`src/rtl/fifo_pkg.sv`:
```
// rtl/fifo_pkg.sv - shared defaults and pointer helpers for the FIFO controller
// Contents:
//   FIFO_DEPTH / FIFO_AW : default entry count and address width
//   fifo_count_t         : occupancy type for the default geometry (AW+1 bits)
//   ptr_wrap()           : next pointer value with explicit DEPTH-1 -> 0 wrap
package fifo_pkg;

    localparam int unsigned FIFO_DEPTH = 8;
    localparam int unsigned FIFO_AW    = 3;

    typedef logic [FIFO_AW:0] fifo_count_t;

    // Compare-based wrap so non-power-of-2 depths never address past DEPTH-1.
    function automatic int unsigned ptr_wrap(input int unsigned ptr, input int unsigned depth);
        return (ptr == depth - 1) ? 0 : ptr + 1;
    endfunction

endpackage

```
`src/rtl/fifo_occ_counter.sv`:
```
// rtl/fifo_occ_counter.sv - saturating up/down occupancy counter
// Ports:
//   clk, reset    : clock, synchronous active-high reset
//   inc_i, dec_i  : count up / count down (both or neither hold)
//   count_o       : registered occupancy, 0..DEPTH
//   count_next_o  : value count_o takes at the next edge (lets flags register in step)
module fifo_occ_counter
    import fifo_pkg::*;
#(
    parameter int unsigned DEPTH = FIFO_DEPTH,
    parameter int unsigned AW    = FIFO_AW
) (
    input  logic          clk,
    input  logic          reset,
    input  logic          inc_i,
    input  logic          dec_i,
    output logic [AW:0]   count_o,
    output logic [AW:0]   count_next_o
);

    localparam logic [AW:0] COUNT_MAX = (AW+1)'(DEPTH);

    logic [AW:0] count_q;
    logic [AW:0] count_d;

    always_comb begin
        count_d = count_q;
        if (inc_i && !dec_i && (count_q != COUNT_MAX)) begin
            count_d = count_q + 1'b1;
        end else if (dec_i && !inc_i && (count_q != '0)) begin
            count_d = count_q - 1'b1;
        end
    end

    always_ff @(posedge clk) begin
        if (reset) begin
            count_q <= '0;
        end else begin
            count_q <= count_d;
        end
    end

    assign count_o      = count_q;
    assign count_next_o = reset ? '0 : count_d;

endmodule

```
`src/rtl/fifo_ctrl.sv`:
```
// rtl/fifo_ctrl.sv - pointer/flag controller sequencing an external dual-port RAM
// Optional feature macro: FIFO_CTRL_ALMOST_FLAGS_EN (registered almost_full/almost_empty;
// when undefined both outputs are tied low).
// Ports:
//   clk, reset            : clock, synchronous active-high reset
//   wr_req, rd_req        : producer push / consumer pop requests
//   err_clr               : clears sticky overflow/underflow
//   wr_en, rd_en          : RAM write/read strobes (accepted push/pop)
//   wr_addr, rd_addr      : RAM write/read pointers
//   count                 : occupancy 0..DEPTH
//   full, empty           : registered count==DEPTH / count==0
//   almost_full/empty     : registered count >= DEPTH-AF_MARGIN / count <= AE_MARGIN
//   overflow, underflow   : sticky refused-push / refused-pop flags
module fifo_ctrl
    import fifo_pkg::*;
#(
    parameter int unsigned DEPTH     = FIFO_DEPTH,
    parameter int unsigned AW        = FIFO_AW,
    parameter int unsigned AF_MARGIN = 1,
    parameter int unsigned AE_MARGIN = 1
) (
    input  logic          clk,
    input  logic          reset,
    input  logic          wr_req,
    input  logic          rd_req,
    input  logic          err_clr,
    output logic          wr_en,
    output logic          rd_en,
    output logic [AW-1:0] wr_addr,
    output logic [AW-1:0] rd_addr,
    output logic [AW:0]   count,
    output logic          full,
    output logic          empty,
    output logic          almost_full,
    output logic          almost_empty,
    output logic          overflow,
    output logic          underflow
);

    if (DEPTH < 2 || AW != $clog2(DEPTH) || AF_MARGIN >= DEPTH || AE_MARGIN >= DEPTH) begin : g_bad_params
        $error("fifo_ctrl: inconsistent DEPTH/AW/margin parameters");
    end

    localparam logic [AW:0] FULL_LEVEL = (AW+1)'(DEPTH);

    logic [AW-1:0] wr_ptr_q, wr_ptr_d;
    logic [AW-1:0] rd_ptr_q, rd_ptr_d;
    logic          full_q, empty_q;
    logic          overflow_q, overflow_d;
    logic          underflow_q, underflow_d;
    logic [AW:0]   count_next;

    // A pop frees a slot in the same cycle, so a full FIFO still accepts a push alongside it.
    assign rd_en = rd_req & ~empty_q;
    assign wr_en = wr_req & (~full_q | rd_en);

    fifo_occ_counter #(
        .DEPTH (DEPTH),
        .AW    (AW)
    ) u_occ (
        .clk          (clk),
        .reset        (reset),
        .inc_i        (wr_en),
        .dec_i        (rd_en),
        .count_o      (count),
        .count_next_o (count_next)
    );

    always_comb begin
        wr_ptr_d    = wr_ptr_q;
        rd_ptr_d    = rd_ptr_q;
        if (wr_en) wr_ptr_d = AW'(ptr_wrap(32'(wr_ptr_q), DEPTH));
        if (rd_en) rd_ptr_d = AW'(ptr_wrap(32'(rd_ptr_q), DEPTH));
        // Set has priority over err_clr so an error in the clearing cycle is not lost.
        overflow_d  = (wr_req & ~wr_en) | (overflow_q  & ~err_clr);
        underflow_d = (rd_req & ~rd_en) | (underflow_q & ~err_clr);
    end

    always_ff @(posedge clk) begin
        if (reset) begin
            wr_ptr_q    <= '0;
            rd_ptr_q    <= '0;
            full_q      <= 1'b0;
            empty_q     <= 1'b1;
            overflow_q  <= 1'b0;
            underflow_q <= 1'b0;
        end else begin
            wr_ptr_q    <= wr_ptr_d;
            rd_ptr_q    <= rd_ptr_d;
            full_q      <= (count_next == FULL_LEVEL);
            empty_q     <= (count_next == '0);
            overflow_q  <= overflow_d;
            underflow_q <= underflow_d;
        end
    end

`ifdef FIFO_CTRL_ALMOST_FLAGS_EN
    localparam logic [AW:0] AF_LEVEL = (AW+1)'(DEPTH - AF_MARGIN);
    localparam logic [AW:0] AE_LEVEL = (AW+1)'(AE_MARGIN);

    logic almost_full_q, almost_empty_q;

    always_ff @(posedge clk) begin
        if (reset) begin
            almost_full_q  <= 1'b0;
            almost_empty_q <= 1'b1;
        end else begin
            almost_full_q  <= (count_next >= AF_LEVEL);
            almost_empty_q <= (count_next <= AE_LEVEL);
        end
    end

    assign almost_full  = almost_full_q;
    assign almost_empty = almost_empty_q;
`else
    assign almost_full  = 1'b0;
    assign almost_empty = 1'b0;
`endif

    assign wr_addr   = wr_ptr_q;
    assign rd_addr   = rd_ptr_q;
    assign full      = full_q;
    assign empty     = empty_q;
    assign overflow  = overflow_q;
    assign underflow = underflow_q;

endmodule

```
`config.mk`:
```
export PLATFORM = sky130hd
export DESIGN_NAME = fifo_ctrl
export DESIGN_NICKNAME = d
export VERILOG_FILES = /design/src/rtl/fifo_pkg.sv /design/src/rtl/fifo_occ_counter.sv /design/src/rtl/fifo_ctrl.sv
export SDC_FILE = /design/constraint.sdc
export NUM_CORES = 1
export LEC_CHECK = 0
export BUFFER_PORTS_ARGS = -buffer_cell sky130_fd_sc_hd__buf_2
export CAP_MARGIN = 10
export CORE_MARGIN = 3
export CORE_UTILIZATION = 30
export DETAILED_ROUTE_END_ITERATION = 8
export RECOVER_POWER = 50
export SLEW_MARGIN = 30
export SYNTH_ARGS = -nofsm -noshare
export SYNTH_HDL_FRONTEND = slang
export SYNTH_SLANG_ARGS = --single-unit
```
`constraint.sdc`:
```
create_clock -name clk -period 2.4 [get_ports clk]
set_input_delay 0.12 -clock clk [delete_from_list [all_inputs] [get_ports clk]]
set_output_delay 0.12 -clock clk [all_outputs]
set_load 0.05 [all_outputs]
```
; After elaboration in Yosys (flattened, before gate mapping)
; Index checks and enable logic that the tools add are counted.
[classes]
n_addsub = 4
eq_ne = 4
muxes = 5
bitwise_logic = 14
n_reduce_logical = 8
[ops]
columns = op, n
row1 = two-way mux 4 bit, 3
row2 = adder 3 x 1 -> 3 bit (second input constant), 2
row3 = AND 1 bit, 6
row4 = == test 3 bit (second input constant), 2
row5 = two-way mux 3 bit, 2
row6 = NOT 1 bit, 5
row7 = adder 4 x 1 -> 4 bit (second input constant), 1
row8 = == test 4 bit (second input constant), 1
row9 = logical AND 1 bit, 4
row10 = logical NOT 4 bit, 1
row11 = inequality test 4 bit (second input constant), 1
row12 = nonzero test 4 bit, 1
row13 = subtractor 4 x 1 -> 4 bit (second input constant), 1
row14 = OR 1 bit, 3
row15 = logical NOT 1 bit, 2
[word_totals]
regBits = 14
inputBits = 5
output_inout_bits = 18
word_cells = 42

; Depth between registers and ports, before layout
; Gate-level depths: netlist of run 1.
[logic_depth]
depth_word = 11
ltp_mapped = 7
ltp_nobuf = 7

; Hierarchy
; Synthesis of run 1 repeated with hierarchy kept, for this count alone.
[hier_totals]
hier_cells = 77
hier_area_um2 = 759.5
[by_module_without_submodules]
columns = module, instances, cells_each, area_each_um2, seq_area_each_um2
row1 = fifo_ctrl, 1, 47, 473.0, 200.2
row2 = fifo_occ_counter, 1, 30, 286.5, 80.1

; Least setup slack after synthesis of run 1
; No wires, ideal clock.
[synth_path]
path_type = register to register
start = register u_occ.count_q[0] (netlist: u_occ.count_o[0])
end = register empty_q (netlist: empty)
setup_ns = 0.058
arrival_ns = 2.023
t_required_ns = 2.342
path_slack_ns = 0.319
stages_incl_launch_ff = 8
path_buffers = 0
period_less_slack_ns = 2.081
path_cell_list = dfxtp_1 -> inv_1 -> ha_1 -> or3b_4 -> a21oi_1 -> a311oi_1 -> o221ai_1 -> o21ba_1
[synth_via]
elab_chain_cells = 6
word_cells_on_any_way = 10
classes_between = 2 x add/sub / 1 x eq/ne / 3 x mux / 4 x reduce/logical
[synth_lines]
columns = item, line_no
row1 = from (decl), fifo_occ_counter.sv:23  ; logic [AW:0] count_q;
row2 = from (signal assigned), fifo_occ_counter.sv:39  ; count_q <= count_d;
row3 = "parallel branches: the longest is 3 deep, another holds subtractor 4 x 1 -> 4 bit", n/a
row4 = two-way mux 4 bit (*), fifo_occ_counter.sv:28  ; if (inc_i && !dec_i && (count_q != COUNT_MAX)) begin
row5 = two-way mux 4 bit (*), fifo_occ_counter.sv:44  ; assign count_next_o = reset ? '0 : count_d;
row6 = logical NOT 4 bit (*), fifo_ctrl.sv:91  ; empty_q <= (count_next == '0);
row7 = to (signal assigned), fifo_ctrl.sv:91
row8 = to (decl), fifo_ctrl.sv:48  ; logic full_q, empty_q;
; Mark *: on every way between the ends.
; A chain may end at the register's enable or synchronous reset.

; Worst setup path after layout of run 1
; Same ends and word-level chain as after synthesis.

==> flow_results.xml, run 1 <==
<?xml version="1.0" encoding="UTF-8"?>
<metrics>
  <group name="min_path">
    <metric name="number_of_cells_on_the_worst_hold_path" unit="">3</metric>
    <metric name="kind_of_path_behind_the_tightest_hold_check" unit="">input port to flop</metric>
  </group>
  <group name="job">
    <metric name="maxcap_viol_count" unit="">0</metric>
  </group>
  <group name="die">
    <metric name="top_level_ports" unit="">23</metric>
    <metric name="die-height" unit="um">55.1</metric>
    <metric name="die_area" unit="um2">3040</metric>
    <metric name="fp-row-count" unit="">17</metric>
    <metric name="floorplan.initialDensity" unit="">0.321</metric>
    <metric name="die-width" unit="um">55.1</metric>
    <metric name="design.core.area" unit="um2">2250</metric>
  </group>
  <group name="run_status">
    <metric name="status" unit="">complete, no violations</metric>
  </group>
  <group name="grt">
    <metric name="grt_start_max_net_pins" unit="">16</metric>
    <metric name="global_route.usage.total" unit="">0.104</metric>
    <metric name="number_of_global_route_vias_before_repair" unit="">557</metric>
    <metric name="grt_antenna_before_repair" unit="">0</metric>
    <metric name="grt-ovfl-total" unit="">0</metric>
    <metric name="grt_first_pass_wirelength" unit="mm">2.27</metric>
  </group>
  <group name="power_and_ir_drop">
    <metric name="pwr_density_cell" unit="nW/um2">1050</metric>
    <metric name="leakagePower" unit="uW">0.000387</metric>
    <metric name="pnr_total_power" unit="uW">884</metric>
    <metric name="worst_ir_drop_vdd" unit="uV">352</metric>
  </group>
  <group name="drt">
    <metric name="post_drt_via_cell_ratio" unit="">4.98</metric>
    <metric name="routed-via-count" unit="">628</metric>
    <metric name="drtIter0Drc" unit="">19</metric>
    <metric name="route.detailed.wl_per_inst" unit="um">11.6</metric>
    <metric name="detail_route.wirelength" unit="mm">1.46</metric>
    <metric name="route.detailed.drc" unit="">0</metric>
    <metric name="dr.pass1.iters" unit="">4</metric>
    <metric name="ant_nets" unit="">0</metric>
  </group>
  <group name="critical_path">
    <metric name="crit_path_end_kind" unit="">flop</metric>
    <metric name="length_in_cells_of_the_worst_reg_to_reg_path" unit="">7</metric>
    <metric name="critical_path_arrival" unit="ns">2.14</metric>
    <metric name="crit_type" unit="">flop to flop</metric>
    <metric name="crit_path_max_fanout" unit="">5</metric>
    <metric name="timing.critical_path.required" unit="ns">2.62</metric>
    <metric name="critical_path.startpoint_type" unit="">flop</metric>
  </group>
  <group name="clock_network">
    <metric name="cts.sinks" unit="">14</metric>
    <metric name="clock_tree.root_cell" unit="">clkbuf_4</metric>
    <metric name="cts-hold-fix-buffers" unit="">0</metric>
    <metric name="clk_pin_slew" unit="ns">0.08</metric>
    <metric name="ctsResizeCount" unit="">0</metric>
    <metric name="cts_tree" unit="">done</metric>
    <metric name="tritoncts.num_buffers" unit="">3</metric>
    <metric name="cts-htree-levels" unit="">1</metric>
    <metric name="clk-insertion-delay-late" unit="ns">0.27</metric>
    <metric name="cts.path.max_buffers" unit="">2</metric>
    <metric name="post_cts_buffers" unit="">0</metric>
  </group>
  <group name="timing">
    <metric name="fin_crit" unit="ns">1.92</metric>
    <metric name="setup_violations" unit="">0</metric>
    <metric name="rsz0062_at_grt" unit="">false</metric>
    <metric name="setup_tns" unit="ns">0</metric>
    <metric name="timing_worst_slew_pin_value" unit="ns">0.607</metric>
    <metric name="final.hold.worst_slack" unit="ns">0.127</metric>
    <metric name="hold_violations" unit="">0</metric>
    <metric name="worst_slew_margin_rel" unit="">0.597</metric>
    <metric name="final.period_utilization" unit="">0.800</metric>
    <metric name="f_max" unit="MHz">521</metric>
    <metric name="final.setup_skew" unit="ns">0.000744</metric>
    <metric name="slew_viol_final" unit="">0</metric>
  </group>
  <group name="synth">
    <metric name="netlist.area_leader.share" unit="">0.388</metric>
    <metric name="synth.yosys.warnings" unit="">0</metric>
    <metric name="ys_seq_elements" unit="">14</metric>
    <metric name="synth_area_leaders" unit="">dfxtp_1 39%, ha_1 10%, mux2i_1 6.9%, nor2_1 6.2%, xnor2_1 3.6%</metric>
    <metric name="netlist.top_cell.by_area" unit="">dfxtp_1</metric>
    <metric name="postSynthAreaPerCell" unit="um2">9.27</metric>
    <metric name="synthesis.area" unit="um2">723</metric>
    <metric name="synth.lib_cells_used.distinct" unit="">31</metric>
    <metric name="synth.yosys.seq_area_share" unit="">0.388</metric>
    <metric name="syn_inst" unit="">78</metric>
  </group>
  <group name="layout">
    <metric name="synthToLayoutAreaGrowth" unit="%">16.6</metric>
    <metric name="antenna_cells" unit="">0</metric>
    <metric name="layout-drive-gt1-share" unit="">0.133</metric>
    <metric name="mostFrequentLayoutCells" unit="">14 x dfxtp_1, 14 x clkbuf_1, 12 x nor2_1</metric>
    <metric name="finish.net_count" unit="">111</metric>
  </group>
  <group name="placed_design">
    <metric name="gpl.final_weighted_congestion" unit="">0.756</metric>
    <metric name="port_buffers" unit="">20</metric>
    <metric name="dpl.hpwl" unit="mm">1.12</metric>
  </group>
</metrics>
==> through the flow <==
stage          area (um2)  cells  worst slack (ns)   util
5_1_grt               843    126             0.341  0.374
6_report              843    126             0.481  0.374
3_3_place_gp          838    123             0.592  0.372
3_5_place_dp          838    123             0.506  0.372
2_1_floorplan         727     79             0.319      -
4_1_cts               861    126             0.479  0.382
==> path summary, 6_finish.rpt <==
kind	slack, ns	end	startpoint
worst max-delay path	0.48	empty	u_occ.count_o[0]
worst min-delay path	0.13	underflow	rd_req
worst max register to register	0.48	empty	u_occ.count_o[0]
worst min register to register	0.52	overflow	overflow
==> cells by family (layout without fill, tap and decap cells) <==
kind of cell | after synthesis | in the layout | synth area share
simple gates | 25 | 25 | 0.182
compound gates | 14 | 14 | 0.152
flops | 14 | 14 | 0.388
buf+inv | 10 | 29 | 0.0640
fa+ha+maj | 6 | 6 | 0.104
mux | 5 | 5 | 0.0692
xor+xnor | 3 | 3 | 0.0363
other cells | 1 | 2 | 0.00519
==> cell type report <==
cell class | count | area (um2)
Fill cell | 257 | 1410
Multi-Input combinational cell | 55 | 400
Sequential cell | 14 | 280
Timing Repair Buffer | 20 | 82.6
Tap cell | 28 | 35.0
Clock buffer | 3 | 22.5
Inverter | 6 | 22.5
==> critical path, stage by stage, from the launching register on <==
cell	delay [ns]
dfxtp_1	0.34
inv_1	0.09
ha_1	0.19
or3b_4	0.41
a32oi_1	0.24
xnor2_1	0.19
o221ai_1	0.16
o21ba_1	0.24
==> power by group <==
group	internal (uW)	switching, uW	total, uW
Combinational	128	309	437
Sequential	274	45.1	319
Clock	58.1	70.0	128
Total	459	424	884
==> flip-flops by register name (all words and copies together), names as in the netlist <==
name and flops:
wr_addr 3, underflow 1, u_occ.count_o 4, empty 1, rd_addr 3, full 1
overflow 1
==> Yosys cell counts, drive strengths merged <==
cell     n
dfxtp   14
nor2    12
ha       6
inv      6
mux2i    5
nor3     4
buf      3
xnor2    3
a21boi   2
a21oi    2
a32oi    2
nand3    2
a21o     1
a22oi    1
a311oi   1
a41oi    1
and3     1
clkbuf   1
conb     1
nand2    1
nand2b   1
nand3b   1
nor2b    1
nor3b    1
o21ai    1
o21ba    1
o221ai   1
o31ai    1
or3b     1
==> routing by layer <==
metal / global-route usage / vias up / part of all wire
met4: 0.0729 / 0 / 0.0082
met1: 0.123 / 295 / 0.44
met5: 0 / - / 0
met2: 0.165 / 16 / 0.51
li1: - / 315 / -
met3: 0.0241 / 2 / 0.038
No activity file was read; power rests on OpenSTA's default activity.
==> run 2: changes to the inputs <==
ABC_AREA = 1   (was not set)
clock period = 1.55 ns   (was 2.4 ns; I/O delays follow)
==> run 2 against run 1 <==
Register-to-register slack got worse by 0.37 ns; cell count rose by 23%; wire length rose by 13%; die area rose by 12%; clock skew rose by 0.00058 ns; largest power group unchanged.
==> flow_results.xml, run 2 <==
<?xml version="1.0" encoding="UTF-8"?>
<metrics>
  <group name="run_status">
    <metric name="status" unit="">complete, no violations</metric>
  </group>
  <group name="synth">
    <metric name="syn_inst" unit="">102</metric>
    <metric name="synth_edf_count" unit="">0</metric>
    <metric name="netlist.area_leader.share" unit="">0.341</metric>
    <metric name="synth.lib_cells_used.distinct" unit="">22</metric>
    <metric name="synthesis.area" unit="um2">822</metric>
    <metric name="dominantRegCellSynth" unit="">dfxtp_1</metric>
    <metric name="synth_area_leaders" unit="">dfxtp_1 34%, nand3_2 11%, ha_1 9.1%, inv_1 5.9%, nand2_1 5.0%</metric>
    <metric name="synth-async-reset-ratio" unit="">0</metric>
    <metric name="synth.yosys.seq_area_share" unit="">0.341</metric>
    <metric name="synth.cells.most_frequent" unit="">14 x dfxtp_1, 13 x inv_1, 11 x nand2_1, 9 x nand3_2, 9 x nor2_1</metric>
    <metric name="ys_seq_elements" unit="">14</metric>
    <metric name="synth.yosys.warnings" unit="">0</metric>
    <metric name="post-synth-top-count-cell" unit="">dfxtp_1</metric>
    <metric name="postSynthAreaPerCell" unit="um2">8.06</metric>
    <metric name="netlist.top_cell.by_area" unit="">dfxtp_1</metric>
  </group>
  <group name="drt">
    <metric name="route.detailed.wl_per_inst" unit="um">10.6</metric>
    <metric name="route.detailed.drc" unit="">0</metric>
    <metric name="post_drt_via_cell_ratio" unit="">4.59</metric>
    <metric name="detail_route.wirelength" unit="mm">1.64</metric>
    <metric name="dr.pass1.iters" unit="">4</metric>
    <metric name="routed-via-count" unit="">711</metric>
    <metric name="drtIter0Drc" unit="">18</metric>
    <metric name="ant_nets" unit="">0</metric>
  </group>
  <group name="timing">
    <metric name="worst_slew_margin_rel" unit="">0.602</metric>
    <metric name="final.period_utilization" unit="">0.928</metric>
    <metric name="f_max" unit="MHz">696</metric>
    <metric name="fin_crit" unit="ns">1.44</metric>
    <metric name="final.setup_skew" unit="ns">0.00132</metric>
    <metric name="final.hold.worst_slack" unit="ns">0.0343</metric>
    <metric name="slew_viol_final" unit="">0</metric>
    <metric name="timing_worst_slew_pin_value" unit="ns">0.600</metric>
    <metric name="hold_violations" unit="">0</metric>
    <metric name="setup_violations" unit="">0</metric>
  </group>
  <group name="power_and_ir_drop">
    <metric name="combinationalPowerShare" unit="">0.498</metric>
    <metric name="internal_power" unit="uW">695</metric>
    <metric name="pnr_total_power" unit="uW">1370</metric>
    <metric name="clockPowerShare" unit="">0.142</metric>
    <metric name="switching_share" unit="">0.493</metric>
    <metric name="worst_ir_drop_vdd" unit="uV">816</metric>
    <metric name="pwr_density_cell" unit="nW/um2">1400</metric>
    <metric name="leakagePower" unit="uW">0.000504</metric>
    <metric name="p_sw" unit="uW">677</metric>
    <metric name="p_seq_frac" unit="">0.360</metric>
  </group>
  <group name="die">
    <metric name="fp-row-count" unit="">18</metric>
    <metric name="die_area" unit="um2">3400</metric>
    <metric name="die-height" unit="um">58.3</metric>
    <metric name="design.core.area" unit="um2">2540</metric>
    <metric name="top_level_ports" unit="">23</metric>
    <metric name="die-width" unit="um">58.3</metric>
    <metric name="floorplan.initialDensity" unit="">0.323</metric>
  </group>
  <group name="clock_network">
    <metric name="cts.path.max_buffers" unit="">2</metric>
    <metric name="tritoncts.num_buffers" unit="">3</metric>
    <metric name="clk_pin_slew" unit="ns">0.08</metric>
    <metric name="clock_tree.root_cell" unit="">clkbuf_4</metric>
    <metric name="cts_tree" unit="">done</metric>
    <metric name="clk-insertion-delay-late" unit="ns">0.27</metric>
    <metric name="cts.sinks" unit="">14</metric>
    <metric name="cts-htree-levels" unit="">1</metric>
  </group>
  <group name="layout">
    <metric name="synthToLayoutAreaGrowth" unit="%">19.6</metric>
    <metric name="leading_cell_type_in_the_layout_fill_and_taps_excluded" unit="">inv_1</metric>
    <metric name="layout-drive-gt1-share" unit="">0.328</metric>
    <metric name="mostFrequentLayoutCells" unit="">13 x inv_1, 12 x dfxtp_1, 12 x clkbuf_1</metric>
    <metric name="antenna_cells" unit="">0</metric>
    <metric name="finish.net_count" unit="">138</metric>
    <metric name="largest_register_ff_count" unit="">4</metric>
  </group>
  <group name="critical_path">
    <metric name="length_in_cells_of_the_worst_reg_to_reg_path" unit="">11</metric>
    <metric name="crit_path_max_fanout" unit="">6</metric>
    <metric name="crit_path_end_kind" unit="">flop</metric>
    <metric name="timing.critical_path.required" unit="ns">1.72</metric>
    <metric name="critical_path.startpoint_type" unit="">flop</metric>
    <metric name="critical_path_arrival" unit="ns">1.61</metric>
    <metric name="crit_type" unit="">flop to flop</metric>
  </group>
  <group name="grt">
    <metric name="grt-ovfl-total" unit="">0</metric>
    <metric name="global_route.usage.total" unit="">0.106</metric>
    <metric name="grt_start_max_net_pins" unit="">10</metric>
    <metric name="grt_first_pass_wirelength" unit="mm">2.79</metric>
    <metric name="grt_antenna_before_repair" unit="">0</metric>
    <metric name="number_of_global_route_vias_before_repair" unit="">707</metric>
  </group>
  <group name="placed_design">
    <metric name="port_buffers" unit="">20</metric>
    <metric name="dpl.hpwl" unit="mm">1.33</metric>
    <metric name="gpl.final_weighted_congestion" unit="">0.886</metric>
  </group>
  <group name="min_path">
    <metric name="number_of_cells_on_the_worst_hold_path" unit="">2</metric>
    <metric name="kind_of_path_behind_the_tightest_hold_check" unit="">input port to flop</metric>
  </group>
  <group name="job">
    <metric name="maxcap_viol_count" unit="">0</metric>
  </group>
</metrics>
## run 2: cell types whose count changed in the layout (fill, tap and decap cells not counted), sizes merged, moves of 3 or more
| cell | delta |
|---|---|
| o21ai | +6 |
| inv | +10 |
| nor3 | -3 |
| buf | +3 |
| mux2i | -5 |
| nand2 | +17 |
| nand3 | +12 |
## run 2: cell families (layout without fill, tap and decap cells)
group,after synthesis,after routing,synth area share
AO/OA/AOI/OAI,13,13,0.0959
XOR/XNOR,1,1,0.0107
adder cells (fa/ha/maj),6,6,0.0913
buffers and inverters,19,41,0.0959
flip-flops,14,14,0.341
other,1,2,0.00456
AND/OR/NAND/NOR,48,48,0.361
## run 2: final timing paths
path,end,start,slack [ns]
worst max-delay path,empty,u_occ.count_o[0],0.11
worst min-delay path,overflow,reset,0.03
worst max register to register,empty,u_occ.count_o[0],0.11
worst min register to register,underflow,underflow,0.47
## run 2: power by group through the flow
stage	Clock (uW)	Combinational (uW)	Sequential (uW)
after global placement	0	672	500
final	195	683	494
after CTS	209	678	495
after global routing	222	748	505
after floorplan	0	339	709
after detailed placement	0	676	504
## run 2: routing by layer
metal	global-route usage	share of wire
met2	0.172	0.46
met3	0.0439	0.085
met5	0	0
met1	0.123	0.44
met4	0.0430	0.013
## run 2: stage by stage
step / utilization / area, um2 / TNS [ns] / cells / worst slack [ns]
CTS: 0.384 / 977 / 0 / 154 / 0.0839
floorplan: - / 832 / 0 / 103 / 0.00453
detailed placement: 0.375 / 955 / 0 / 151 / 0.102
finish: 0.386 / 983 / 0 / 155 / 0.112
global placement: 0.375 / 955 / 0 / 151 / 0.144
global route: 0.386 / 983 / -0.0135 / 155 / -0.0135
## run 2: critical path: stages, from the launching register on
cell and delay (ns):
dfxtp_4 0.36, inv_1 0.11, ha_4 0.17, nand3_2 0.09
inv_2 0.11, nor2_4 0.05, nand2_2 0.06, nand2_1 0.05
nand2_1 0.07, clkinv_1 0.07, nor2_2 0.14, nor2_2 0.05
## run 2: area by class of cell
type,instances,area (um2)
multi-input combinational,70,482
fill,284,1560
inverter,17,63.8
tap,30,37.5
timing repair buffer,21,92.6
sequential,14,285
clock buffer,3,22.5
## run 2: what timing repair did
action	CTS	global route
hold buffers	0	0
setup buffers	0	1
gates resized for setup	0	3
endpoints found under the setup margin	0	2
hold endpoints to repair	0	0
==> run 3: changes to the inputs <==
CORE_UTILIZATION = 45   (was 30)
PLACE_DENSITY = 0.73   (was not set)
==> run 3 against run 2 <==
Sequential cell count stayed put; non-clock buffer count stayed put; combinational power hardly changed; utilization is 23 points higher; highest routed layer unchanged; largest power group unchanged; worst setup slack better by 0.0055 ns; critical path type unchanged; die area is 30% lower; critical endpoint is now full; register-to-register slack hardly changed; wire length is 0.24% lower; worst hold slack worse by 0.010 ns.
==> flow_results.xml, run 3 (synthesized netlist as in run 2, its figures left out) <==
<?xml version="1.0" encoding="UTF-8"?>
<metrics>
  <group name="grt">
    <metric name="grt_first_pass_wirelength" unit="mm">2.91</metric>
    <metric name="number_of_global_route_vias_before_repair" unit="">669</metric>
    <metric name="grt-ovfl-total" unit="">0</metric>
    <metric name="grt_antenna_before_repair" unit="">0</metric>
    <metric name="grt_start_max_net_pins" unit="">10</metric>
    <metric name="global_route.usage.total" unit="">0.150</metric>
  </group>
  <group name="layout">
    <metric name="layout-drive-gt1-share" unit="">0.333</metric>
    <metric name="finish.net_count" unit="">138</metric>
    <metric name="synthToLayoutAreaGrowth" unit="%">20.1</metric>
    <metric name="mostFrequentLayoutCells" unit="">13 x inv_1, 12 x dfxtp_1, 12 x clkbuf_1</metric>
    <metric name="leading_cell_type_in_the_layout_fill_and_taps_excluded" unit="">inv_1</metric>
    <metric name="antenna_cells" unit="">0</metric>
    <metric name="largest_register_ff_count" unit="">4</metric>
    <metric name="fillCellCount" unit="">166</metric>
  </group>
  <group name="power_and_ir_drop">
    <metric name="pwr_density_cell" unit="nW/um2">1450</metric>
    <metric name="internal_power" unit="uW">744</metric>
    <metric name="switching_share" unit="">0.479</metric>
    <metric name="worst_ir_drop_vdd" unit="uV">785</metric>
    <metric name="clockPowerShare" unit="">0.178</metric>
    <metric name="combinationalPowerShare" unit="">0.477</metric>
    <metric name="p_seq_frac" unit="">0.346</metric>
    <metric name="leakagePower" unit="uW">0.000510</metric>
    <metric name="p_sw" unit="uW">684</metric>
  </group>
  <group name="timing">
    <metric name="hold_violations" unit="">0</metric>
    <metric name="worst_slew_margin_rel" unit="">0.598</metric>
    <metric name="timing_worst_slew_pin_value" unit="ns">0.606</metric>
    <metric name="final.hold.worst_slack" unit="ns">0.0243</metric>
    <metric name="final.period_utilization" unit="">0.924</metric>
    <metric name="fin_crit" unit="ns">1.43</metric>
    <metric name="rsz0062_at_grt" unit="">false</metric>
    <metric name="setup_violations" unit="">0</metric>
    <metric name="final.setup_skew" unit="ns">0.00112</metric>
    <metric name="f_max" unit="MHz">698</metric>
    <metric name="slew_viol_final" unit="">0</metric>
    <metric name="setup_tns" unit="ns">0</metric>
  </group>
  <group name="clock_network">
    <metric name="cts.path.max_buffers" unit="">2</metric>
    <metric name="clk_pin_slew" unit="ns">0.08</metric>
    <metric name="cts-htree-levels" unit="">1</metric>
    <metric name="tritoncts.num_buffers" unit="">3</metric>
    <metric name="clock_tree.root_cell" unit="">clkbuf_4</metric>
    <metric name="cts_tree" unit="">done</metric>
    <metric name="cts-hold-fix-buffers" unit="">0</metric>
    <metric name="cts.sinks" unit="">14</metric>
    <metric name="clk-insertion-delay-late" unit="ns">0.27</metric>
  </group>
  <group name="drt">
    <metric name="ant_nets" unit="">0</metric>
    <metric name="detail_route.wirelength" unit="mm">1.64</metric>
    <metric name="route.detailed.drc" unit="">0</metric>
    <metric name="dr.pass1.iters" unit="">2</metric>
    <metric name="drtIter0Drc" unit="">2</metric>
    <metric name="post_drt_via_cell_ratio" unit="">4.57</metric>
    <metric name="route.detailed.wl_per_inst" unit="um">10.9</metric>
    <metric name="routed-via-count" unit="">686</metric>
  </group>
  <group name="critical_path">
    <metric name="gate_family_responsible_for_the_most_delay_along_the_worst_path" unit="">simple AND/OR/NAND/NOR gates</metric>
    <metric name="crit_type" unit="">flop to flop</metric>
    <metric name="largest_incremental_delay_on_the_critical_path" unit="ns">0.39</metric>
    <metric name="critical_path_arrival" unit="ns">1.61</metric>
    <metric name="crit_top_cell" unit="">nand3_2</metric>
    <metric name="crit_path_max_fanout" unit="">6</metric>
    <metric name="critical_path.startpoint_type" unit="">flop</metric>
    <metric name="worstPathCellList" unit="">inv_1 &gt; ha_4 &gt; nand3_2 &gt; nand4_1 &gt; nand3_1 &gt; nand3_2 &gt; nand3_2 &gt; nor2_2</metric>
    <metric name="crit_path_top_delay_cell" unit="">dfxtp_2</metric>
    <metric name="timing.critical_path.required" unit="ns">1.72</metric>
    <metric name="timing.critical_path.buf_inv" unit="">1</metric>
    <metric name="crit_path_end_kind" unit="">flop</metric>
  </group>
  <group name="placed_design">
    <metric name="gpl.final_weighted_congestion" unit="">0.883</metric>
    <metric name="port_buffers" unit="">20</metric>
    <metric name="dpl.hpwl" unit="mm">1.28</metric>
  </group>
  <group name="die">
    <metric name="die-height" unit="um">48.7</metric>
    <metric name="die_area" unit="um2">2380</metric>
    <metric name="top_level_ports" unit="">23</metric>
    <metric name="fp-row-count" unit="">14</metric>
    <metric name="die-width" unit="um">48.7</metric>
    <metric name="floorplan.initialDensity" unit="">0.510</metric>
    <metric name="design.core.area" unit="um2">1610</metric>
  </group>
  <group name="run_status">
    <metric name="status" unit="">complete, no violations</metric>
  </group>
  <group name="job">
    <metric name="maxcap_viol_count" unit="">0</metric>
  </group>
  <group name="min_path">
    <metric name="kind_of_path_behind_the_tightest_hold_check" unit="">input port to flop</metric>
  </group>
</metrics>
run 3: changes by cell type in the layout (fill, tap and decap cells not counted), sizes merged:
cell | before | now
clkbuf | 15 | 16
run 3: path summary, 6_finish.rpt:
kind / start / to / slack, ns / cells after the start
min reg2reg: underflow / underflow / 0.46 / 2
min: reset / underflow / 0.02 / 2
max reg2reg: u_occ.count_o[1] / full / 0.12 / 8
max: u_occ.count_o[1] / full / 0.12 / 8
run 3: layout make-up:
type	count	area, um2	share of cell area
multi-input combinational	70	482	0.488
tap	24	30.0	0.0304
inverter	17	63.8	0.0646
sequential	14	283	0.286
clock buffer	4	36.3	0.0368
timing repair buffer	21	92.6	0.0938
run 3: per-stage QoR:
stage | area, um2 | total power, uW | utilization | cells | setup WS, ns
final | 987 | 1430 | 0.613 | 150 | 0.118
after global routing | 987 | 1530 | 0.613 | 150 | 0.00956
after CTS | 983 | 1440 | 0.610 | 149 | 0.0719
after detailed placement | 947 | 1180 | 0.588 | 145 | 0.0905
after global placement | 947 | 1170 | 0.588 | 145 | 0.154
after floorplan | 832 | 1050 | - | 103 | 0.00453
run 3: power groups by stage:
stage / clock [uW] / combinational (uW) / sequential [uW]
floorplan: 0 / 339 / 709
global placement: 0 / 669 / 501
global route: 284 / 741 / 509
detailed placement: 0 / 676 / 503
finish: 254 / 681 / 494
CTS: 265 / 679 / 494
run 3: metal layers:
metal / wire [um] / vias to the layer above / GRT usage
met5: 0 / - / 0
met4: 11 / 0 / 0.0142
met3: 58 / 2 / 0.0460
met2: 881 / 11 / 0.271
met1: 687 / 303 / 0.180
li1: - / 370 / -
run 3: worst register-to-register path, cell delays in order, from the launching register on:
cell     delay (ns)
dfxtp_2        0.39
inv_1          0.09
ha_4           0.18
nand3_2        0.09
nand4_1        0.19
nand3_1        0.15
nand3_2        0.10
nand3_2        0.11
nor2_2         0.04
run 3: what timing repair did:
item                                    4_1_cts  5_1_grt
endpoints found under the setup margin        0        1
buffers inserted                              0        1
gates resized for setup                       0        2
